[config.mk]
export PLATFORM = sky130hd
export DESIGN_NAME = uart_fifo_core
export DESIGN_NICKNAME = d
export VERILOG_FILES = /design/src/rtl/uart_pkg.sv /design/src/rtl/uart_sync_fifo.sv /design/src/rtl/uart_fifo_core.sv
export SDC_FILE = /design/constraint.sdc
export NUM_CORES = 1
export LEC_CHECK = 0
export CAP_MARGIN = 30
export CORE_MARGIN = 4
export CORE_UTILIZATION = 50
export CTS_CLUSTER_SIZE = 16
export DETAILED_ROUTE_END_ITERATION = 6
export PLACE_DENSITY = 0.7
export SLEW_MARGIN = 20
export SYNTH_ARGS = -nofsm -noshare
export SYNTH_HDL_FRONTEND = slang
export SYNTH_SLANG_ARGS = --single-unit
[constraint.sdc]
create_clock -name Clk -period 3.5 [get_ports Clk]
set_clock_uncertainty 0.15 [all_clocks]
set_input_delay 0.875 -clock Clk [delete_from_list [all_inputs] [get_ports Clk]]
set_output_delay 0.875 -clock Clk [all_outputs]
set_load 0.02 [all_outputs]
[src/rtl/uart_pkg.sv]
// uart_pkg: shared constants, FSM state encodings and the RX FIFO word layout
// used by uart_fifo_core and its FIFO sub-module.
package uart_pkg;

    localparam int OVS       = 16;
    localparam int NBITS_MIN = 5;
    localparam int NBITS_MAX = 8;

    typedef enum logic [2:0] {
        TX_IDLE,
        TX_START,
        TX_DATA,
        TX_PARITY,
        TX_STOP
    } tx_state_t;

    typedef enum logic [2:0] {
        RX_IDLE,
        RX_START,
        RX_DATA,
        RX_PARITY,
        RX_STOP
    } rx_state_t;

    typedef struct packed {
        logic       par_err;
        logic       frame_err;
        logic [7:0] data;
    } rx_word_t;

    function automatic logic [3:0] clamp_nbits(input logic [3:0] n);
        if (n < 4'(NBITS_MIN)) return 4'(NBITS_MIN);
        if (n > 4'(NBITS_MAX)) return 4'(NBITS_MAX);
        return n;
    endfunction

    function automatic logic [7:0] data_mask(input logic [3:0] n);
        return 8'hFF >> (4'd8 - n);
    endfunction

endpackage

[src/rtl/uart_sync_fifo.sv]
// uart_sync_fifo: single-clock FIFO with extra-MSB pointers; a push into a full
// FIFO is accepted only when a pop happens in the same cycle.
module uart_sync_fifo #(
    parameter int WIDTH = 8,
    parameter int DEPTH = 16
) (
    input  logic             Clk,
    input  logic             Rst_n,
    input  logic             push,
    input  logic [WIDTH-1:0] wdata,
    input  logic             pop,
    output logic [WIDTH-1:0] rdata,
    output logic             full,
    output logic             empty
);
    localparam int AW = $clog2(DEPTH);

    logic [AW:0]      wr_ptr;
    logic [AW:0]      rd_ptr;
    logic [WIDTH-1:0] mem [DEPTH];
    logic             do_push;
    logic             do_pop;

    assign empty   = (wr_ptr == rd_ptr);
    assign full    = (wr_ptr[AW] != rd_ptr[AW]) && (wr_ptr[AW-1:0] == rd_ptr[AW-1:0]);
    assign do_pop  = pop && !empty;
    assign do_push = push && (!full || do_pop);
    assign rdata   = mem[rd_ptr[AW-1:0]];

    always_ff @(posedge Clk or negedge Rst_n) begin
        if (!Rst_n) begin
            wr_ptr <= '0;
            rd_ptr <= '0;
        end else begin
            if (do_push) wr_ptr <= wr_ptr + 1'b1;
            if (do_pop)  rd_ptr <= rd_ptr + 1'b1;
        end
    end

    // Storage needs no reset; outputs of empty FIFOs are masked by the user.
    always_ff @(posedge Clk) begin
        if (do_push) mem[wr_ptr[AW-1:0]] <= wdata;
    end

endmodule

[src/rtl/uart_fifo_core.sv]
// uart_fifo_core: full-duplex UART with 16x oversampled baud tick and TX/RX FIFOs.
// Parity generation/checking exists only when UART_PARITY_EN is defined.
module uart_fifo_core
    import uart_pkg::*;
#(
    parameter int FIFO_DEPTH = 16,
    parameter int DIV_W      = 16
) (
    input  logic             Clk,
    input  logic             Rst_n,
    input  logic [DIV_W-1:0] BaudDiv,
    input  logic [3:0]       NBits,
    input  logic             TwoStop,
    input  logic             ParEn,
    input  logic             ParOdd,
    input  logic [7:0]       TxData,
    input  logic             TxValid,
    output logic             TxReady,
    output logic             TxBusy,
    output logic [7:0]       RxData,
    output logic             RxFrameErr,
    output logic             RxParErr,
    output logic             RxValid,
    input  logic             RxReady,
    output logic             RxOverrun,
    input  logic             Rx,
    output logic             Tx
);
    localparam logic [4:0] BIT_LAST   = 5'(OVS - 1);
    localparam logic [4:0] HALF_LAST  = 5'(OVS / 2 - 1);
    localparam logic [4:0] STOP2_LAST = 5'(2 * OVS - 1);

    logic par_en_cfg, par_odd_cfg;
`ifdef UART_PARITY_EN
    assign par_en_cfg  = ParEn;
    assign par_odd_cfg = ParOdd;
`else
    assign par_en_cfg  = 1'b0;
    assign par_odd_cfg = 1'b0;
`endif

    logic [DIV_W-1:0] tick_cnt;
    logic             tick;
    assign tick = (tick_cnt >= BaudDiv);

    always_ff @(posedge Clk or negedge Rst_n) begin
        if (!Rst_n) tick_cnt <= '0;
        else        tick_cnt <= tick ? '0 : tick_cnt + DIV_W'(1);
    end

    logic       tx_full, tx_empty, tx_pop, tx_load;
    logic [7:0] tx_head, tx_masked;
    logic [3:0] tx_nb_cfg;

    uart_sync_fifo #(.WIDTH(8), .DEPTH(FIFO_DEPTH)) u_tx_fifo (
        .Clk(Clk), .Rst_n(Rst_n), .push(TxValid && !tx_full), .wdata(TxData),
        .pop(tx_pop), .rdata(tx_head), .full(tx_full), .empty(tx_empty)
    );

    assign tx_nb_cfg = clamp_nbits(NBits);
    assign tx_masked = tx_head & data_mask(tx_nb_cfg);

    tx_state_t  tx_state, tx_state_n;
    logic [4:0] tx_cnt, tx_cnt_n;
    logic [2:0] tx_bit, tx_bit_n;
    logic [7:0] tx_shreg, tx_shreg_n;
    logic [3:0] tx_nbits, tx_nbits_n;
    logic       tx_two_stop, tx_two_stop_n, tx_par_en, tx_par_en_n;
    logic       tx_par_bit, tx_par_bit_n, tx_line, tx_line_n;

    always_ff @(posedge Clk or negedge Rst_n) begin
        if (!Rst_n) begin
            tx_state    <= TX_IDLE;
            tx_cnt      <= '0;
            tx_bit      <= '0;
            tx_shreg    <= '0;
            tx_nbits    <= 4'(NBITS_MAX);
            tx_two_stop <= 1'b0;
            tx_par_en   <= 1'b0;
            tx_par_bit  <= 1'b0;
            tx_line     <= 1'b1;
        end else begin
            tx_state    <= tx_state_n;
            tx_cnt      <= tx_cnt_n;
            tx_bit      <= tx_bit_n;
            tx_shreg    <= tx_shreg_n;
            tx_nbits    <= tx_nbits_n;
            tx_two_stop <= tx_two_stop_n;
            tx_par_en   <= tx_par_en_n;
            tx_par_bit  <= tx_par_bit_n;
            tx_line     <= tx_line_n;
        end
    end

    // A new frame loads from IDLE or straight out of STOP, so back-to-back frames have no gap.
    always_comb begin
        tx_state_n    = tx_state;
        tx_cnt_n      = tx_cnt;
        tx_bit_n      = tx_bit;
        tx_shreg_n    = tx_shreg;
        tx_nbits_n    = tx_nbits;
        tx_two_stop_n = tx_two_stop;
        tx_par_en_n   = tx_par_en;
        tx_par_bit_n  = tx_par_bit;
        tx_load       = 1'b0;
        tx_pop        = 1'b0;
        case (tx_state)
            TX_IDLE: if (tick && !tx_empty) tx_load = 1'b1;
            TX_START: if (tick) begin
                if (tx_cnt == BIT_LAST) begin
                    tx_state_n = TX_DATA;
                    tx_cnt_n   = '0;
                end else tx_cnt_n = tx_cnt + 5'd1;
            end
            TX_DATA: if (tick) begin
                if (tx_cnt == BIT_LAST) begin
                    tx_cnt_n   = '0;
                    tx_shreg_n = tx_shreg >> 1;
                    tx_bit_n   = tx_bit + 3'd1;
                    if ({1'b0, tx_bit} == tx_nbits - 4'd1)
                        tx_state_n = tx_par_en ? TX_PARITY : TX_STOP;
                end else tx_cnt_n = tx_cnt + 5'd1;
            end
`ifdef UART_PARITY_EN
            TX_PARITY: if (tick) begin
                if (tx_cnt == BIT_LAST) begin
                    tx_state_n = TX_STOP;
                    tx_cnt_n   = '0;
                end else tx_cnt_n = tx_cnt + 5'd1;
            end
`endif
            TX_STOP: if (tick) begin
                if (tx_cnt == (tx_two_stop ? STOP2_LAST : BIT_LAST)) begin
                    if (!tx_empty) tx_load = 1'b1;
                    else begin
                        tx_state_n = TX_IDLE;
                        tx_cnt_n   = '0;
                    end
                end else tx_cnt_n = tx_cnt + 5'd1;
            end
            default: tx_state_n = TX_IDLE;
        endcase
        if (tx_load) begin
            tx_pop        = 1'b1;
            tx_state_n    = TX_START;
            tx_cnt_n      = '0;
            tx_bit_n      = '0;
            tx_shreg_n    = tx_masked;
            tx_nbits_n    = tx_nb_cfg;
            tx_two_stop_n = TwoStop;
            tx_par_en_n   = par_en_cfg;
            tx_par_bit_n  = (^tx_masked) ^ par_odd_cfg;
        end
        case (tx_state_n)
            TX_START:  tx_line_n = 1'b0;
            TX_DATA:   tx_line_n = tx_shreg_n[0];
            TX_PARITY: tx_line_n = tx_par_bit_n;
            default:   tx_line_n = 1'b1;
        endcase
    end

    assign Tx      = tx_line;
    assign TxReady = !tx_full;
    assign TxBusy  = (tx_state != TX_IDLE) || !tx_empty;

    logic rx_meta, rx_sync, rx_prev;

    always_ff @(posedge Clk or negedge Rst_n) begin
        if (!Rst_n) begin
            rx_meta <= 1'b1;
            rx_sync <= 1'b1;
            rx_prev <= 1'b1;
        end else begin
            rx_meta <= Rx;
            rx_sync <= rx_meta;
            rx_prev <= rx_sync;
        end
    end

    rx_state_t  rx_state, rx_state_n;
    logic [4:0] rx_cnt, rx_cnt_n;
    logic [2:0] rx_bit, rx_bit_n;
    logic [7:0] rx_shreg, rx_shreg_n;
    logic [3:0] rx_nbits, rx_nbits_n;
    logic       rx_par_en, rx_par_en_n, rx_par_odd, rx_par_odd_n;
    logic       rx_par_err, rx_par_err_n, rx_push, rx_overrun;
    rx_word_t   rx_word, rx_head;
    logic       rx_full, rx_empty;

    always_ff @(posedge Clk or negedge Rst_n) begin
        if (!Rst_n) begin
            rx_state   <= RX_IDLE;
            rx_cnt     <= '0;
            rx_bit     <= '0;
            rx_shreg   <= '0;
            rx_nbits   <= 4'(NBITS_MAX);
            rx_par_en  <= 1'b0;
            rx_par_odd <= 1'b0;
            rx_par_err <= 1'b0;
            rx_overrun <= 1'b0;
        end else begin
            rx_state   <= rx_state_n;
            rx_cnt     <= rx_cnt_n;
            rx_bit     <= rx_bit_n;
            rx_shreg   <= rx_shreg_n;
            rx_nbits   <= rx_nbits_n;
            rx_par_en  <= rx_par_en_n;
            rx_par_odd <= rx_par_odd_n;
            rx_par_err <= rx_par_err_n;
            rx_overrun <= rx_push && rx_full && !RxReady;
        end
    end

    // START re-checks the line half a bit in to reject glitches; later samples are one bit apart.
    always_comb begin
        rx_state_n   = rx_state;
        rx_cnt_n     = rx_cnt;
        rx_bit_n     = rx_bit;
        rx_shreg_n   = rx_shreg;
        rx_nbits_n   = rx_nbits;
        rx_par_en_n  = rx_par_en;
        rx_par_odd_n = rx_par_odd;
        rx_par_err_n = rx_par_err;
        rx_push      = 1'b0;
        case (rx_state)
            RX_IDLE: if (rx_prev && !rx_sync) begin
                rx_state_n   = RX_START;
                rx_cnt_n     = '0;
                rx_bit_n     = '0;
                rx_shreg_n   = '0;
                rx_nbits_n   = clamp_nbits(NBits);
                rx_par_en_n  = par_en_cfg;
                rx_par_odd_n = par_odd_cfg;
                rx_par_err_n = 1'b0;
            end
            RX_START: if (tick) begin
                if (rx_cnt == HALF_LAST) begin
                    rx_state_n = rx_sync ? RX_IDLE : RX_DATA;
                    rx_cnt_n   = '0;
                end else rx_cnt_n = rx_cnt + 5'd1;
            end
            RX_DATA: if (tick) begin
                if (rx_cnt == BIT_LAST) begin
                    rx_cnt_n           = '0;
                    rx_shreg_n[rx_bit] = rx_sync;
                    rx_bit_n           = rx_bit + 3'd1;
                    if ({1'b0, rx_bit} == rx_nbits - 4'd1)
                        rx_state_n = rx_par_en ? RX_PARITY : RX_STOP;
                end else rx_cnt_n = rx_cnt + 5'd1;
            end
`ifdef UART_PARITY_EN
            RX_PARITY: if (tick) begin
                if (rx_cnt == BIT_LAST) begin
                    rx_par_err_n = ((^rx_shreg) ^ rx_par_odd) != rx_sync;
                    rx_state_n   = RX_STOP;
                    rx_cnt_n     = '0;
                end else rx_cnt_n = rx_cnt + 5'd1;
            end
`endif
            RX_STOP: if (tick) begin
                if (rx_cnt == BIT_LAST) begin
                    rx_push    = 1'b1;
                    rx_state_n = RX_IDLE;
                    rx_cnt_n   = '0;
                end else rx_cnt_n = rx_cnt + 5'd1;
            end
            default: rx_state_n = RX_IDLE;
        endcase
        rx_word.par_err   = rx_par_err;
        rx_word.frame_err = !rx_sync;
        rx_word.data      = rx_shreg;
    end

    uart_sync_fifo #(.WIDTH($bits(rx_word_t)), .DEPTH(FIFO_DEPTH)) u_rx_fifo (
        .Clk(Clk), .Rst_n(Rst_n), .push(rx_push), .wdata(rx_word),
        .pop(RxReady), .rdata(rx_head), .full(rx_full), .empty(rx_empty)
    );

    assign RxValid    = !rx_empty;
    assign RxData     = rx_empty ? 8'h00 : rx_head.data;
    assign RxFrameErr = !rx_empty && rx_head.frame_err;
    assign RxOverrun  = rx_overrun;
`ifdef UART_PARITY_EN
    assign RxParErr   = !rx_empty && rx_head.par_err;
`else
    assign RxParErr   = 1'b0;
    wire   unused_par = ^{ParEn, ParOdd, rx_head.par_err};
`endif

endmodule

==> run_results.csv <==
group,metric,value,unit
logic_synthesis,synth_compound_area_share,4.13,%
sta,rsz0062_at_grt,"true",
cts,h-tree-depth,2,
floorplanning,die_w,185,µm
detailed_routing,drc,0,
logic_synthesis,async_flop_share,24.4,%
final_layout,final_cell_mix,"edfxtp_1, dfrtp_1, mux4_2",
critical_path,worstSetupEndpointType,"primary output",
cts,cts_root_buf,"clkbuf_16",
placement,gp_congestion,0.780,
global_routing,grt_max_degree,62,
final_layout,final_common_cell,"edfxtp_1",
sta,holdWs,0.206,ns
sta,tns,-0.430,ns
final_layout,drive_above_1_share,21.9,%
critical_path,r2r_slack,0.59,ns
floorplanning,die_height,185,µm
global_routing,grt_antenna_before_repair,0,
sta,worst_slew_margin_rel,47.8,%
placement,dp.cells,1454,
critical_path,critPathMaxStageDelay,0.52,ns
power,switching_share,28.1,%
logic_synthesis,synthFlopType,"edfxtp_1",
critical_path,critPathTopFamily,"multiplexers",
floorplanning,core-area,30800,µm²
floorplanning,rows,64,
global_routing,grt_use_total,18.8,%
detailed_routing,num_vias,8754,
logic_synthesis,yosysWarningCount,0,
critical_path,start_kind,"register",
worst_hold_path,worstHoldStart,"rx_meta$_DFF_PN1_",
global_routing,gr-total-overflow,0,
cts,clkTransAtPathRegs,0.06,ns
critical_path,critical_path_arrival,2.56,ns
placement,dp.final_hpwl,20300,µm
critical_path,cpMaxStageDelayCell,"mux4_2",
floorplanning,dieArea,34400,µm²
final_layout,final_nets,1181,
flow_run,maxCapViolations,0,
power,p_seq_share,43.4,%
sta,max_freq,279,MHz
logic_synthesis,synth_fa_ha_area_share,3.26,%
cts,cts_tree,"built",
sta,period_minus_slack,3.59,ns
critical_path,cp_cell_sequence,"buf_12 > buf_12 > buf_16 > mux4_2 > mux4_2 > nor2b_1 > buf_4",
placement,io_buffers,47,
worst_hold_path,hold_end,"rx_sync$_DFF_PN1_",
final_layout,stdcell_count,1531,
cts,clk-insertion-delay-late,0.53,ns
logic_synthesis,ys_seq_area_share,66.0,%
detailed_routing,wl_per_cell,20.7,µm
logic_synthesis,synthCells,999,
final_layout,antenna_cells,0,
floorplanning,start_util,51.0,%
critical_path,rr_endpoint,"u_rx_fifo.mem[0][6]$_DFFE_PP_",
logic_synthesis,synth_seq_cells,360,
power,switching_power,0.00357,W
logic_synthesis,synth_top_family_by_area,"multiplexers",
logic_synthesis,synth_xor_area_share,2.95,%
sta,tightestPinTransition,0.782,ns
power,p_int,0.00912,W
logic_synthesis,synth.cell_area,15700,µm²
cts,cts_buffers,39,
sta,fin_crit_sh,103,%
critical_path,critPathMaxFanout,7,
power,vdd_drop_max,0.616,mV
sta,fin_ws,-0.0892,ns
worst_hold_path,hold_class,"reg -> reg",
logic_synthesis,yosys.area_share.simple,7.74,%
global_routing,grt_pass1_vias,8827,
detailed_routing,vias_per_cell,5.72,
power,power.density,685,nW/µm²
cts,clock_path_buffers,3,
floorplanning,ios,51,
logic_synthesis,synth_edf_count,272,
final_layout,syn_to_final_growth,17.8,%
critical_path,r2r_cells,9,
power,combPwrFrac,23.3,%
detailed_routing,drt_first_pass_iters,5,
detailed_routing,drtIter0Drc,604,
detailed_routing,postRouteAntennaNets,0,
sta,hold_viol_final,0,
sta,setup_viol,9,
critical_path,crit_cells,7,
logic_synthesis,yosys.cell_types.count,61,
logic_synthesis,synth_nets,1076,
status,status,"finished, violations left",
logic_synthesis,synth_mux_area_share,13.3,%
worst_hold_path,hold_depth,0,
cts,cts_hold_buf,0,
power,p_leak,6.72,nW
critical_path,r2r_start,"tick_cnt[9]$_DFF_PN0_",
critical_path,crit_buf_inv,4,
critical_path,critPathKind,"reg -> out",
critical_path,critPathRequiredTime,2.47,ns
sta,maxSlewViolCount,0,
status,violations,"negative setup slack",
logic_synthesis,syn_area_per_cell,15.8,µm²
detailed_routing,wl,31700,µm
power,clkPwrFrac,33.3,%
cts,numClockSinks,360,
global_routing,grt_pass1_wl,49900,µm
through the flow:
stage               setup slack [ns]  power (W)  area, µm²  utilization (%)
floorplan                    0.00958    0.00741      15800                -
global placement              -0.418    0.00836      17100             55.4
detailed placement            -0.449    0.00844      17100             55.4
CTS                           -0.163     0.0128      18500             60.0
global route                  -0.165     0.0133      18500             60.1
finish                       -0.0892     0.0127      18500             60.1
cells by family (layout without fill, tap and decap cells):
family / after synthesis / after routing
muxes: 111 / 111
DFF: 360 / 360
xor gates and xnor gates: 53 / 53
adders and majority gates: 41 / 41
AOI/OAI and AO/OA: 94 / 94
buffers and inverters: 100 / 236
and+or+nand+nor: 239 / 239
other: 1 / 1
power by group through the flow:
| stage | sequential [W] | clock, W | combinational (W) |
|---|---|---|---|
| finish | 0.00551 | 0.00422 | 0.00296 |
| global route | 0.00556 | 0.00449 | 0.00325 |
| CTS | 0.00551 | 0.00429 | 0.00298 |
| detailed placement | 0.00560 | 0 | 0.00284 |
| global placement | 0.00558 | 0 | 0.00278 |
| floorplan | 0.00541 | 0 | 0.00200 |
state kept, by name, summed over array words and instances, names as in the netlist, 4 cells and up:
| name | flops |
|---|---|
| tx_cnt | 5 |
| tx_nbits | 4 |
| u_rx_fifo.rd_ptr | 5 |
| rx_nbits | 4 |
| tick_cnt | 16 |
| u_rx_fifo.wr_ptr | 5 |
| tx_shreg | 8 |
| u_rx_fifo.mem | 144 |
| rx_shreg | 8 |
| u_tx_fifo.rd_ptr | 5 |
| u_tx_fifo.mem | 128 |
| u_tx_fifo.wr_ptr | 5 |
| rx_cnt | 5 |
worst max path at each step:
stage	slack, ns	startpoint	to
after floorplan	0.01	BaudDiv[9]	u_rx_fifo.mem[0][0]$_DFFE_PP_
after global placement	-0.42	BaudDiv[9]	u_rx_fifo.mem[5][3]$_DFFE_PP_
after detailed placement	-0.45	BaudDiv[9]	u_rx_fifo.mem[6][3]$_DFFE_PP_
after CTS	-0.16	u_rx_fifo.rd_ptr[0]$_DFFE_PN0P_	RxFrameErr
after global routing	-0.16	u_rx_fifo.rd_ptr[0]$_DFFE_PN0P_	RxData[1]
final	-0.09	u_rx_fifo.rd_ptr[0]$_DFFE_PN0P_	RxData[1]
timing repair:
action,in CTS,in global routing
cloned,3,0
resized for setup,41,22
endpoints found under the setup margin,11,105
buffers inserted,2,2
synth_stat cells, drive strengths merged, types with 19 or more instances:
cell / n / share of area, %
and3: 19 / 0.76
buf: 23 / 0.83
clkbuf: 28 / 0.67
dfrtp: 82 / 13
edfxtp: 272 / 52
ha: 41 / 3.3
inv: 48 / 1.1
mux2i: 29 / 1.8
mux4: 74 / 11
nand2: 48 / 1.1
nand3: 23 / 0.73
nor2: 50 / 1.2
nor2b: 19 / 0.76
nor3: 21 / 0.70
o21ai: 23 / 0.73
xnor2: 38 / 2.1
routing by layer:
metal	track usage, %	up-vias	wire length, µm
li1	-	4032	-
met1	27.3	4415	14000
met2	30.6	257	15600
met3	2.63	50	1560
met4	4.14	0	583
met5	0	-	0
cell type report:
| class | instances | area, µm² |
|---|---|---|
| clock buffers | 47 | 1050 |
| clock inverters | 25 | 287 |
| flip-flops and latches | 360 | 10400 |
| fillers | 2242 | 12300 |
| repair buffers | 115 | 1110 |
| multi-input cells | 539 | 5030 |
| well taps | 396 | 495 |
| inverters | 49 | 184 |
Power figures use the tool's default switching activity.
